### src/rtl/norm_pkg.sv
// Shared types and helpers for the magnitude normaliser (norm_shift_pipe).
// Optional build macro: NORM_SHIFT_ROUND_EN (round-half-up on right shifts).
package norm_pkg;

  // Default configuration of the NLP datapath instance
  localparam int unsigned NORM_DATA_W = 16;
  localparam int unsigned NORM_FRAC_W = 8;

  // Ceiling log2, usable in constant expressions
  function automatic int unsigned clog2(input int unsigned n);
    int unsigned r;
    int unsigned v;
    r = 0;
    v = 1;
    while (v < n) begin
      v = v << 1;
      r = r + 1;
    end
    return r;
  endfunction

  // Signed shift width: index bits + sign + headroom for the rounding carry
  function automatic int unsigned sh_w(input int unsigned data_w);
    return clog2(data_w) + 2;
  endfunction

  localparam int unsigned NORM_SH_W = sh_w(NORM_DATA_W);

  // Two's complement shift amount: positive = right, negative = left
  typedef logic signed [NORM_SH_W-1:0] shift_t;

  // Normalised result for the default configuration
  typedef struct packed {
    logic [NORM_FRAC_W-1:0] mantissa;
    shift_t                 shift;
    logic                   zero;
  } norm_res_t;

endpackage

### src/rtl/norm_lod.sv
// Combinational leading-one detector: index of the most significant set bit
// and a flag for an all-zero operand.
module norm_lod
  import norm_pkg::*;
#(
  parameter int unsigned DATA_W = 16,
  localparam int unsigned IDX_W = clog2(DATA_W)
) (
  input  logic [DATA_W-1:0] data_i,
  output logic [IDX_W-1:0]  idx_c_o,
  output logic              zero_c_o
);

  // Scan upward so the highest set bit wins
  always_comb begin
    idx_c_o  = '0;
    zero_c_o = ~|data_i;
    for (int unsigned i = 0; i < DATA_W; i++) begin
      if (data_i[i]) begin
        idx_c_o = IDX_W'(i);
      end
    end
  end

endmodule

### src/rtl/norm_shift_pipe.sv
// Two-stage streaming magnitude normaliser: stage 1 finds the leading one,
// stage 2 shifts it to bit FRAC_W-1 and reports the signed shift applied.
// Optional build macro: NORM_SHIFT_ROUND_EN (round-half-up on right shifts).
module norm_shift_pipe
  import norm_pkg::*;
#(
  parameter int unsigned DATA_W     = NORM_DATA_W,
  parameter int unsigned FRAC_W     = NORM_FRAC_W,
  parameter int unsigned ALLOW_LEFT = 1
) (
  input  logic                     clk,
  input  logic                     rst,
  input  logic                     in_valid,
  output logic                     in_ready,
  input  logic [DATA_W-1:0]        in_data,
  output logic                     out_valid,
  input  logic                     out_ready,
  output logic [FRAC_W-1:0]        out_data,
  output logic [sh_w(DATA_W)-1:0]  out_shift,
  output logic                     out_zero
);

  localparam int unsigned IDX_W   = clog2(DATA_W);
  localparam int unsigned SH_W    = sh_w(DATA_W);
  localparam int unsigned MSB_POS = FRAC_W - 1;

  // Stage-2 payload, sized by this instance's parameters
  typedef struct packed {
    logic [FRAC_W-1:0] mant;
    logic [SH_W-1:0]   shift;
    logic              zero;
  } res_t;

  // Stage 1 registers
  logic              s1_valid_q, s1_valid_d;
  logic [DATA_W-1:0] s1_data_q,  s1_data_d;
  logic [IDX_W-1:0]  s1_idx_q,   s1_idx_d;
  logic              s1_zero_q,  s1_zero_d;

  // Stage 2 registers
  logic              s2_valid_q, s2_valid_d;
  res_t              s2_res_q,   s2_res_d;

  logic              s1_adv;
  logic [IDX_W-1:0]  lod_idx;
  logic              lod_zero;

  res_t              norm_res;
  int                norm_s;
  logic [IDX_W-1:0]  r_amt;
  logic [IDX_W-1:0]  l_amt;
`ifdef NORM_SHIFT_ROUND_EN
  localparam int unsigned RND_W = FRAC_W + 1;
  logic              half_bit;
  logic [RND_W-1:0]  rnd_sum;
`endif

  norm_lod #(
    .DATA_W (DATA_W)
  ) u_lod (
    .data_i   (in_data),
    .idx_c_o  (lod_idx),
    .zero_c_o (lod_zero)
  );

  // Stage 1 may advance when stage 2 is empty or draining this cycle
  assign s1_adv   = !s2_valid_q || out_ready;
  assign in_ready = !s1_valid_q || s1_adv;

  assign out_valid = s2_valid_q;
  assign out_data  = s2_res_q.mant;
  assign out_shift = s2_res_q.shift;
  assign out_zero  = s2_res_q.zero;

  // Stage 1 next state: capture operand and leading-one index on accept
  always_comb begin
    s1_valid_d = s1_valid_q;
    s1_data_d  = s1_data_q;
    s1_idx_d   = s1_idx_q;
    s1_zero_d  = s1_zero_q;
    if (in_ready) begin
      s1_valid_d = in_valid;
      if (in_valid) begin
        s1_data_d = in_data;
        s1_idx_d  = lod_idx;
        s1_zero_d = lod_zero;
      end
    end
  end

  // Normalisation of the stage-1 operand (barrel shift plus optional rounding)
  always_comb begin
    norm_res = '0;
    norm_s   = int'(s1_idx_q) - int'(MSB_POS);
    r_amt    = '0;
    l_amt    = '0;
`ifdef NORM_SHIFT_ROUND_EN
    half_bit = 1'b0;
    rnd_sum  = '0;
`endif
    if (s1_zero_q) begin
      norm_res.zero = 1'b1;
    end else if (norm_s > 0) begin
      r_amt          = IDX_W'(norm_s);
      norm_res.mant  = FRAC_W'(s1_data_q >> r_amt);
      norm_res.shift = SH_W'(norm_s);
`ifdef NORM_SHIFT_ROUND_EN
      // Half bit is the most significant bit shifted out
      half_bit = 1'(s1_data_q >> (r_amt - IDX_W'(1)));
      rnd_sum  = RND_W'(norm_res.mant) + RND_W'(half_bit);
      if (rnd_sum[FRAC_W]) begin
        norm_res.mant  = FRAC_W'(1) << MSB_POS;
        norm_res.shift = SH_W'(norm_s + 1);
      end else begin
        norm_res.mant = rnd_sum[FRAC_W-1:0];
      end
`endif
    end else if (norm_s < 0) begin
      if (ALLOW_LEFT != 0) begin
        l_amt          = IDX_W'(-norm_s);
        norm_res.mant  = FRAC_W'(s1_data_q << l_amt);
        norm_res.shift = SH_W'(norm_s);
      end else begin
        // Right-shift-only mode: small operands pass through unshifted
        norm_res.mant  = s1_data_q[FRAC_W-1:0];
        norm_res.shift = '0;
      end
    end else begin
      norm_res.mant = s1_data_q[FRAC_W-1:0];
    end
  end

  // Stage 2 next state: load when stage 1 advances, hold under backpressure
  always_comb begin
    s2_valid_d = s2_valid_q;
    s2_res_d   = s2_res_q;
    if (s1_adv) begin
      s2_valid_d = s1_valid_q;
      if (s1_valid_q) begin
        s2_res_d = norm_res;
      end
    end
  end

  // Pipeline registers; reset discards everything in flight
  always_ff @(posedge clk or posedge rst) begin
    if (rst) begin
      s1_valid_q <= 1'b0;
      s1_data_q  <= '0;
      s1_idx_q   <= '0;
      s1_zero_q  <= 1'b0;
      s2_valid_q <= 1'b0;
      s2_res_q   <= '0;
    end else begin
      s1_valid_q <= s1_valid_d;
      s1_data_q  <= s1_data_d;
      s1_idx_q   <= s1_idx_d;
      s1_zero_q  <= s1_zero_d;
      s2_valid_q <= s2_valid_d;
      s2_res_q   <= s2_res_d;
    end
  end

endmodule

### config.mk
export PLATFORM = sky130hd
export DESIGN_NAME = norm_shift_pipe
export DESIGN_NICKNAME = d
export VERILOG_FILES = /design/src/rtl/norm_pkg.sv /design/src/rtl/norm_lod.sv /design/src/rtl/norm_shift_pipe.sv
export SDC_FILE = /design/constraint.sdc
export NUM_CORES = 1
export LEC_CHECK = 0
export CAP_MARGIN = 20
export CORE_MARGIN = 2
export CORE_UTILIZATION = 50
export CTS_CLUSTER_DIAMETER = 80
export DETAILED_ROUTE_END_ITERATION = 7
export PLACE_DENSITY = 0.74
export SETUP_SLACK_MARGIN = 0.3
export SLEW_MARGIN = 40
export SYNTH_ARGS = -nofsm -noshare
export SYNTH_HDL_FRONTEND = slang
export SYNTH_SLANG_ARGS = --single-unit
### constraint.sdc
create_clock -name clk -period 2.61 [get_ports clk]
set_input_delay 0.783 -clock clk [delete_from_list [all_inputs] [get_ports clk]]
set_output_delay 0.783 -clock clk [all_outputs]
set_load 0.03 [all_outputs]
==> flow_summary.yaml, run 1 <==
die:
  rows: 26
  core-area_mm2: 0.00501
  dieHeight_um: 75.6
  dieArea_mm2: 0.00571
  fp.dieW_um: 75.6
  start_util_pct: 51.1
  boundaryPins: 37
drt:
  routedWlPerCell_um: 15.9
  drt-total-wl_mm: 6.12
  via_per_inst: 5.92
  ant_nets: 0
  dr.pass1.iters: 4
  dr.first_iter.drc_count: 97
  drc: 0
  num_vias: 2284
global_routing:
  grt_max_degree: 38
  grt.overflow.total: 0
  antenna_found_initial: 0
  grt_pass1_vias: 2140
  grtUsageTotal_pct: 24.0
  grt_pass1_wl_mm: 10.3
clock_tree:
  ctsLongestPathBuffers: 2
  numCtsBuffers: 5
  hold_buffers: 0
  cts_root_buffer: "clkbuf_8"
  cts_max_level: 2
  cts_tree: "done"
  insertion_delay_ns: 0.29
  clock-sinks: 37
  path_clk_slew_ns: 0.07
logic_synthesis:
  synth_ff_type: "dfrtp_1"
  async_flop_share_pct: 100
  ys_warn_count: 0
  synth-edff-count: 0
  syn_area_per_cell_um2: 9.18
  synth-seq-cells: 37
  yosysSeqAreaShare_pct: 36.2
  syn_area_mm2: 0.00256
  syn_inst: 279
  synth.distinct_cells: 46
  synth_fp_nets: 300
worst_setup_path:
  worst-setup-path-type: "register to register"
  end_kind: "register"
  arrival_ns: 2.38
  start_kind: "register"
  critPathRequiredTime_ns: 2.78
  crit_path_max_fanout: 19
layout:
  drive_gt1_share_pct: 17.4
  antenna_cells: 0
  utilization_pct: 62.9
  layout_common_cells: "dfrtp_1 (37), nand2_1 (36), clkdlybuf4s50_1 (34), mux2_2 (25), o21ai_0 (19)"
  area_growth_pct: 23.1
  layout_commonest_cell: "dfrtp_1"
  fin_nets: 337
sta:
  fin_setup_tns_ns: 0
  hold_violations: 0
  fin_worst_skew_ns: 0.00808
  max_freq_ghz: 0.453
  slew_headroom_pct: 68.7
  period_needed_ns: 2.21
  setup_viol_count_final: 0
  worst_pin_slew_ns: 0.458
  slew_viol_final: 0
  fin_crit_sh_pct: 84.6
  rsz0062_at_grt: "true"
min_path:
  min_path_type: "register to register"
power:
  powerDensity_mw_per_mm2: 759
  peakVddDrop_mv: 0.356
  cellLeakagePower_nw: 1.29
placement:
  dp.final_hpwl_mm: 4.58
  io_buffer_count: 36
  place.gp.congestion: 0.890
status:
  status: "completed"
job:
  maxCapViolations: 0
[registers in the layout, indices dropped and copies added (netlist names)]
register    cells
s1_data_q      16
out_data        8
out_shift       5
s1_idx_q        4
out_valid       1
out_zero        1
s1_valid_q      1
s1_zero_q       1
[metrics by stage]
stage | instance area, um2 | total power, mW | std cells | hold slack, ns | setup WS [ns]
final | 3150 | 2.39 | 386 | 0.482 | 0.403
after global routing | 3150 | 2.54 | 386 | 0.517 | 0.289
after CTS | 3130 | 2.38 | 386 | 0.486 | 0.331
after detailed placement | 3020 | 1.96 | 376 | 0.470 | 0.216
after global placement | 3020 | 1.93 | 376 | 0.461 | 0.220
after floorplan | 2560 | 1.58 | 279 | 0.457 | 0.367
[critical path, cell delays in order (launching register included)]
cell	delay [ns]
dfrtp_1	0.43
ha_4	0.36
buf_12	0.16
mux2i_1	0.25
nor2_1	0.06
a211o_1	0.23
nand2_1	0.10
o221ai_1	0.17
a32o_1	0.32
[routing by layer]
layer	wire, um	global-route usage (%)	up-vias	part of all wire [%]
met5	0	0	-	0
met4	212	11.5	0	3.5
met3	321	3.70	21	5.2
met2	2780	37.7	77	45
met1	2810	32.5	1068	46
li1	-	-	1118	-
[layout make-up]
| cell class | instances | area, um2 |
|---|---|---|
| clock buffer | 6 | 82.6 |
| clock inverter | 1 | 7.51 |
| fill | 436 | 1860 |
| inverter | 7 | 26.3 |
| multi-input combinational | 214 | 1520 |
| sequential | 37 | 926 |
| tap | 70 | 87.6 |
| timing repair buffer | 51 | 505 |
[path summary, 6_finish.rpt]
kind / start / to / slack, ns / cells past startpoint
min: out_data[3]$_DFFE_PP0P_ / out_data[3]$_DFFE_PP0P_ / 0.48 / 2
max reg2reg: s1_idx_q[0]$_DFFE_PP0P_ / out_data[4]$_DFFE_PP0P_ / 0.40 / 8
min in group asynchronous: rst / out_shift[0]$_DFFE_PP0P_ / 0.91 / 3
max in group asynchronous: rst / s1_data_q[4]$_DFFE_PP0P_ / 1.38 / 3
max: s1_idx_q[0]$_DFFE_PP0P_ / out_data[4]$_DFFE_PP0P_ / 0.40 / 8
min reg2reg: out_data[3]$_DFFE_PP0P_ / out_data[3]$_DFFE_PP0P_ / 0.48 / 2
[power by group]
part	internal [mW]	leakage, nW	total (mW)	switching (mW)
clock	0.208	0.0433	0.406	0.198
sequential	0.687	0.441	0.794	0.106
combinational	0.556	0.804	1.19	0.635
[Yosys cell counts (2+ instances only)]
cell type   n  area share (%)
a22o_1      6             2.1
a32o_1      4             1.6
buf_2       9             1.8
nand2b_1    7             1.7
o211ai_1    3            0.88
nor4_1      3            0.73
xnor2_1     3             1.0
nor2_1     16             2.3
buf_4       2            0.59
nor3_1      3            0.59
mux2i_1    12             4.7
o221ai_1    6             2.1
a211o_1     3             1.0
o21ai_0    19             3.7
a21oi_1    13             2.5
and2_1      3            0.73
nand3b_1    2            0.59
nand2_1    36             5.3
mux2_2     25              11
or2_2       2            0.49
a31oi_1     4            0.98
dfrtp_1    37              36
mux4_2      2             1.8
nand3_1     3            0.59
o31ai_1     6             1.8
o311ai_0    2            0.68
inv_1       7             1.0
nor2b_1     4            0.98
o22ai_1     6             1.5
a221oi_1    2            0.68
o21a_1      5             1.5
a211oi_1    2            0.59
clkbuf_1    9             1.3
[logic make-up after synthesis]
logic type                 after synthesis  synth area share, %
AOI/OAI and AO/OA                       87                 23.4
and+or+nand+nor                         82                 14.9
muxes                                   39                 17.4
DFF                                     37                 36.2
buffers and inverters                   28                 5.13
xor gates and xnor gates                 5                 2.44
adders and majority gates                1                0.488
[repair_timing]
item,4_1_cts,5_1_grt
pin swaps,1,0
gates cloned,0,0
setup endpoints to repair,5,5
gates resized for setup,3,3
buffers inserted,3,0
(Power assumes the default switching activity.)
==> run 2: changes to the inputs <==
--- a/config.mk
+++ b/config.mk
@@ -7,10 +7,10 @@
 export LEC_CHECK = 0
 export CAP_MARGIN = 20
 export CORE_MARGIN = 2
-export CORE_UTILIZATION = 50
+export CORE_UTILIZATION = 49
 export CTS_CLUSTER_DIAMETER = 80
 export DETAILED_ROUTE_END_ITERATION = 7
-export PLACE_DENSITY = 0.74
+export PLACE_DENSITY = 0.76
 export SETUP_SLACK_MARGIN = 0.3
 export SLEW_MARGIN = 40
 export SYNTH_ARGS = -nofsm -noshare
==> constraint.sdc (replaced) <==
create_clock -name clk -period 1.9 [get_ports clk]
set_input_delay 0.57 -clock clk [delete_from_list [all_inputs] [get_ports clk]]
set_output_delay 0.57 -clock clk [all_outputs]
set_load 0.03 [all_outputs]
==> run 2 against run 1 <==
Against the previous run: hold slack about the same; wire length is 22% higher; the flow now finishes with violations (negative setup slack); highest routed layer unchanged; flip-flop and latch count did not move; critical endpoint is now out_data[5]$_DFFE_PP0P_.
==> flow_summary.yaml, run 2 (synthesis gave the netlist of run 1 again) <==
status:
  status: "finished, violations left"
  failed_checks: "negative setup slack"
clock_tree:
  hold_buffers: 0
  cts_root_buffer: "clkbuf_8"
  clock-sinks: 37
  ctsLongestPathBuffers: 2
  insertion_delay_ns: 0.29
  numCtsBuffers: 5
  path_clk_slew_ns: 0.08
  cts_tree: "done"
  cts_max_level: 2
power:
  p_sw_mw: 1.48
  cellLeakagePower_nw: 1.76
  powerDensity_mw_per_mm2: 1030
  p_sw_share_pct: 37.8
  pwr-share-clk_pct: 20.7
  comb_power_share_pct: 51.4
  power_frac_seq_pct: 27.9
  finalPower_mw: 3.92
  peakVddDrop_mv: 0.500
  p_int_mw: 2.44
worst_setup_path:
  critPathRequiredTime_ns: 2.13
  worst-setup-path-type: "register to register"
  start_kind: "register"
  crit_path_max_fanout: 6
  cp_common_cell: "buf_6"
  critPathSlowestCell: "mux4_2"
  cp_num_buf_inv: 2
  arrival_ns: 2.28
  rr_worst_depth: 7
  path_depth: 7
  path_delay_family: "multiplexers"
  worstPathCellList: "ha_4 > buf_6 > buf_6 > mux2i_2 > mux4_2 > o221ai_2 > a32o_1"
  slowest_delay_ns: 0.52
  end_kind: "register"
placement:
  place.gp.congestion: 0.908
  dp.cells: 423
  io_buffer_count: 36
  place_ws_ns: -0.257
  dp.final_hpwl_mm: 5.48
layout:
  antenna_cells: 0
  fin_cells: 440
  drive_gt1_share_pct: 42.2
  layout_commonest_cell: "buf_4"
  area_growth_pct: 48.9
  largest_reg_flops: 16
  largest-register: "s1_data_q"
  fin_nets: 390
  layout_common_cells: "buf_4 (58), dfrtp_1 (37), nand2_1 (32), mux2_4 (19), nor2_1 (14)"
sta:
  hold_ws_ns: 0.482
  timing.final.ws_setup_ns: -0.153
  period_needed_ns: 2.05
  hold_violations: 0
  rsz0062_at_grt: "true"
  fin_crit_sh_pct: 108
  max_freq_ghz: 0.487
  fin_worst_skew_ns: 0.00619
  slew_headroom_pct: 62.3
  slew_viol_final: 0
  setup_viol_count_final: 8
  worst_pin_slew_ns: 0.564
  fin_setup_tns_ns: -0.845
global_routing:
  grt_pass1_wl_mm: 12.6
  grt_pass1_vias: 2610
  grtUsageTotal_pct: 27.2
  grt.overflow.total: 0
  antenna_found_initial: 0
  grt_max_degree: 38
drt:
  drt-total-wl_mm: 7.45
  dr.pass1.iters: 5
  ant_nets: 0
  drc: 0
  dr.first_iter.drc_count: 195
  via_per_inst: 5.82
  num_vias: 2562
  routedWlPerCell_um: 16.9
die:
  rows: 26
  boundaryPins: 37
  fp.dieW_um: 76.3
  dieHeight_um: 76.3
  start_util_pct: 50.5
  dieArea_mm2: 0.00582
  core-area_mm2: 0.00507
job:
  maxCapViolations: 0
min_path:
  hold_path_depth: 2
  min_path_type: "register to register"
[run 2: changes by cell type in the layout (fill, tap and decap cells not counted), sizes merged]
cell / delta
clkbuf: +8
clkinvlp: -1
dlymetal6s2s: +5
buf: +55
dlygate4sd2: +8
clkdlybuf4s50: -30
clkinv: +1
bufinv: +2
clkdlybuf4s15: +6
[run 2: area by class of cell]
class / instances / area [um2]
Fill cell: 368 / 1260
Clock inverter: 3 / 65.1
Multi-Input combinational cell: 214 / 1740
Tap cell: 70 / 87.6
Timing Repair Buffer: 104 / 898
Inverter: 7 / 26.3
Clock buffer: 5 / 68.8
Sequential cell: 37 / 926
[run 2: layer usage]
metal / share of wire [%] / track usage, % / wire length, um
met4: 3.9 / 14.0 / 293
met2: 51 / 47.4 / 3790
met3: 5.1 / 4.03 / 382
met1: 40 / 32.5 / 2990
met5: 0 / 0 / 0
[run 2: per-stage QoR]
step	area (um2)	utilization [%]
after global routing	3810	75.1
final	3810	75.1
after global placement	3470	68.4
after floorplan	2690	-
after detailed placement	3470	68.4
after CTS	3800	74.9
[run 2: repair_timing]
| action | 4_1_cts | 5_1_grt |
|---|---|---|
| setup buffers | 8 | 1 |
| hold endpoints to repair | 0 | 0 |
| pin swaps | 19 | 9 |
| resized for setup | 87 | 28 |
| gates cloned | 0 | 0 |
| setup endpoints to repair | 45 | 25 |
[run 2: power groups by stage]
| stage | registers (mW) | logic, mW | clock network, mW |
|---|---|---|---|
| floorplan | 1.25 | 0.996 | 0 |
| global placement | 1.09 | 1.80 | 0 |
| detailed placement | 1.10 | 1.83 | 0 |
| CTS | 1.09 | 2.00 | 0.825 |
| global route | 1.12 | 2.17 | 0.862 |
| finish | 1.09 | 2.01 | 0.810 |
[run 2: final timing paths]
path / slack, ns / to / start
max: -0.15 / out_data[5]$_DFFE_PP0P_ / s1_idx_q[1]$_DFFE_PP0P_
min: 0.48 / out_shift[0]$_DFFE_PP0P_ / out_shift[0]$_DFFE_PP0P_
max reg2reg: -0.15 / out_data[5]$_DFFE_PP0P_ / s1_idx_q[1]$_DFFE_PP0P_
min reg2reg: 0.48 / out_shift[0]$_DFFE_PP0P_ / out_shift[0]$_DFFE_PP0P_
max in group asynchronous: 1.09 / s1_data_q[9]$_DFFE_PP0P_ / rst
min in group asynchronous: 0.63 / out_shift[2]$_DFFE_PP0P_ / rst
[run 2: worst min-delay path: stages, from the launching register on]
cell and delay (ns):
dfrtp_1 0.35, nand2_1 0.05, o31ai_1 0.05
==> run 3: changes to the inputs <==
--- a/config.mk
+++ b/config.mk
@@ -7,10 +7,10 @@
 export LEC_CHECK = 0
 export CAP_MARGIN = 20
 export CORE_MARGIN = 2
-export CORE_UTILIZATION = 49
+export CORE_UTILIZATION = 50
 export CTS_CLUSTER_DIAMETER = 80
 export DETAILED_ROUTE_END_ITERATION = 7
-export PLACE_DENSITY = 0.76
+export PLACE_DENSITY = 0.74
 export SETUP_SLACK_MARGIN = 0.3
 export SLEW_MARGIN = 40
 export SYNTH_ARGS = -nofsm -noshare
==> constraint.sdc (replaced) <==
create_clock -name clk -period 2.2 [get_ports clk]
set_input_delay 0.66 -clock clk [delete_from_list [all_inputs] [get_ports clk]]
set_output_delay 0.66 -clock clk [all_outputs]
set_load 0.03 [all_outputs]
==> run 3 against run 2 <==
Against the previous run: the run now ends clean; cell count fell by 8.4%; wire length fell by 2.7%; critical path depth rose by 1; die area fell by 1.9%; highest routed layer unchanged.
==> flow_summary.yaml, run 3 (synthesis gave the netlist of run 1 again) <==
global_routing:
  grtUsageTotal_pct: 26.0
  grt_pass1_vias: 2295
  grt.overflow.total: 0
  grt_max_degree: 38
  grt_pass1_wl_mm: 11.1
  antenna_found_initial: 0
worst_setup_path:
  end_kind: "register"
  slowest_delay_ns: 0.43
  arrival_ns: 2.31
  rrSetupSlack_ns: 0.09
  r2r-end: "out_data[7]$_DFFE_PP0P_"
  start_kind: "register"
  critPathSlowestCell: "dfrtp_1"
  worst-setup-path-type: "register to register"
  crit_path_max_fanout: 6
  worstPathCellList: "ha_4 > buf_12 > mux2_2 > mux2i_1 > nor2_1 > a21oi_1 > o21ai_0 > a32o_1"
  critPathRequiredTime_ns: 2.39
  rr_worst_depth: 8
  reg2reg_from: "s1_idx_q[0]$_DFFE_PP0P_"
placement:
  dp.cells: 389
  dp.final_hpwl_mm: 4.88
  io_buffer_count: 36
  place_ws_ns: 0.000731
  place.gp.congestion: 0.953
layout:
  area_growth_pct: 37.4
  antenna_cells: 0
  drive_gt1_share_pct: 28.8
  nFillCells: 425
  regArea_um2: 926
  layout_commonest_cell: "dfrtp_1"
  fin_nets: 353
  fin_cells: 403
  largest_reg_flops: 16
  multiInputGateArea_mm2: 0.00168
  layout_common_cells: "dfrtp_1 (37), nand2_1 (34), buf_4 (23), nor2_1 (16), dlygate4sd2_1 (16)"
  largest-register: "s1_data_q"
die:
  start_util_pct: 51.1
  core-area_mm2: 0.00501
  dieArea_mm2: 0.00571
  fp.dieW_um: 75.6
  rows: 26
  dieHeight_um: 75.6
  boundaryPins: 37
min_path:
  min_path_type: "register to register"
  min_to: "out_shift[1]$_DFFE_PP0P_"
  min_from: "out_shift[1]$_DFFE_PP0P_"
  hold_path_depth: 2
power:
  peakVddDrop_mv: 0.396
  p_sw_mw: 1.26
  comb_power_share_pct: 51.6
  pwr-share-clk_pct: 19.3
  p_int_mw: 1.99
  cellLeakagePower_nw: 1.55
  powerDensity_mw_per_mm2: 923
  p_sw_share_pct: 38.7
  power_frac_seq_pct: 29.1
drt:
  drc: 0
  dr.first_iter.drc_count: 307
  drt-total-wl_mm: 7.25
  dr.pass1.iters: 4
  num_vias: 2453
  routedWlPerCell_um: 18.0
  ant_nets: 0
  via_per_inst: 6.09
clock_tree:
  cts_max_level: 2
  insertion_delay_ns: 0.30
  path_clk_slew_ns: 0.08
  hold_buffers: 0
  cts_root_buffer: "clkbuf_8"
  cts_tree: "done"
  ctsLongestPathBuffers: 2
  numCtsBuffers: 5
  clock-sinks: 37
sta:
  slew_headroom_pct: 57.1
  worst_pin_slew_ns: 0.641
  hold_ws_ns: 0.476
  fin_worst_skew_ns: 0.00765
  fin_crit_sh_pct: 96.0
  rsz0062_at_grt: "true"
  period_needed_ns: 2.11
  setup_viol_count_final: 0
  timing.final.ws_setup_ns: 0.0878
  slew_viol_final: 0
  max_freq_ghz: 0.473
  hold_violations: 0
status:
  status: "completed"
job:
  maxCapViolations: 0
-- run 3: stage by stage --
stage                     power, mW  TNS [ns]  util (%)  instance area (um2)
final                          3.25         0      70.3                 3520
after floorplan                1.92         0         -                 2620
after CTS                      3.16         0      69.0                 3460
after detailed placement       2.37         0      62.9                 3150
after global routing           3.42   -0.0426      70.3                 3520
after global placement         2.35         0      62.9                 3150
-- run 3: worst max path at each step --
stage,from,endpoint,slack [ns],cells past startpoint
after CTS,s1_idx_q[0]$_DFFE_PP0P_,out_data[5]$_DFFE_PP0P_,0.14,7
final,s1_idx_q[0]$_DFFE_PP0P_,out_data[7]$_DFFE_PP0P_,0.09,8
after detailed placement,in_data[1],s1_idx_q[0]$_DFFE_PP0P_,0.0007,7
after floorplan,s1_idx_q[1]$_DFFE_PP0P_,out_data[7]$_DFFE_PP0P_,0.17,9
after global routing,s1_idx_q[0]$_DFFE_PP0P_,out_data[6]$_DFFE_PP0P_,-0.03,9
after global placement,in_data[1],s1_idx_q[0]$_DFFE_PP0P_,0.01,7
-- run 3: routing by layer --
layer	wire length (um)	part of all wire, %	GRT usage (%)
met5	0	0	0
met4	339	4.7	12.7
met3	438	6.0	5.16
met2	3450	48	43.1
met1	3020	42	32.3
-- run 3: power by group through the flow --
stage	Sequential (mW)	Clock, mW	Combinational, mW
2_1_floorplan	1.08	0	0.841
3_3_place_gp	0.941	0	1.41
3_5_place_dp	0.950	0	1.42
4_1_cts	0.940	0.635	1.59
5_1_grt	0.963	0.665	1.79
6_report	0.946	0.626	1.68
-- run 3: area by class of cell --
type                       instances  area share [%]
clock buffer                       6            2.35
clock inverter                     2            1.07
inverter                           7           0.747
multi-input combinational        214            47.7
sequential                        37            26.3
tap                               70            2.49
timing repair buffer              67            19.3
-- run 3: repair_timing --
action | 4_1_cts | 5_1_grt
setup buffers | 4 | 0
gates resized for setup | 46 | 18
setup endpoints to repair | 26 | 12
pin swaps | 11 | 6
cloned | 2 | 0
-- run 3: worst max-delay path: cells and delay by family (launching register included) --
| family | cells | cell delay (ns) |
|---|---|---|
| multiplexers | 2 | 0.50 |
| flip-flops | 1 | 0.43 |
| AO/OA/AOI/OAI | 3 | 0.55 |
| buffers and inverters | 1 | 0.13 |
| adder cells (fa/ha/maj) | 1 | 0.35 |
| AND/OR/NAND/NOR | 1 | 0.05 |
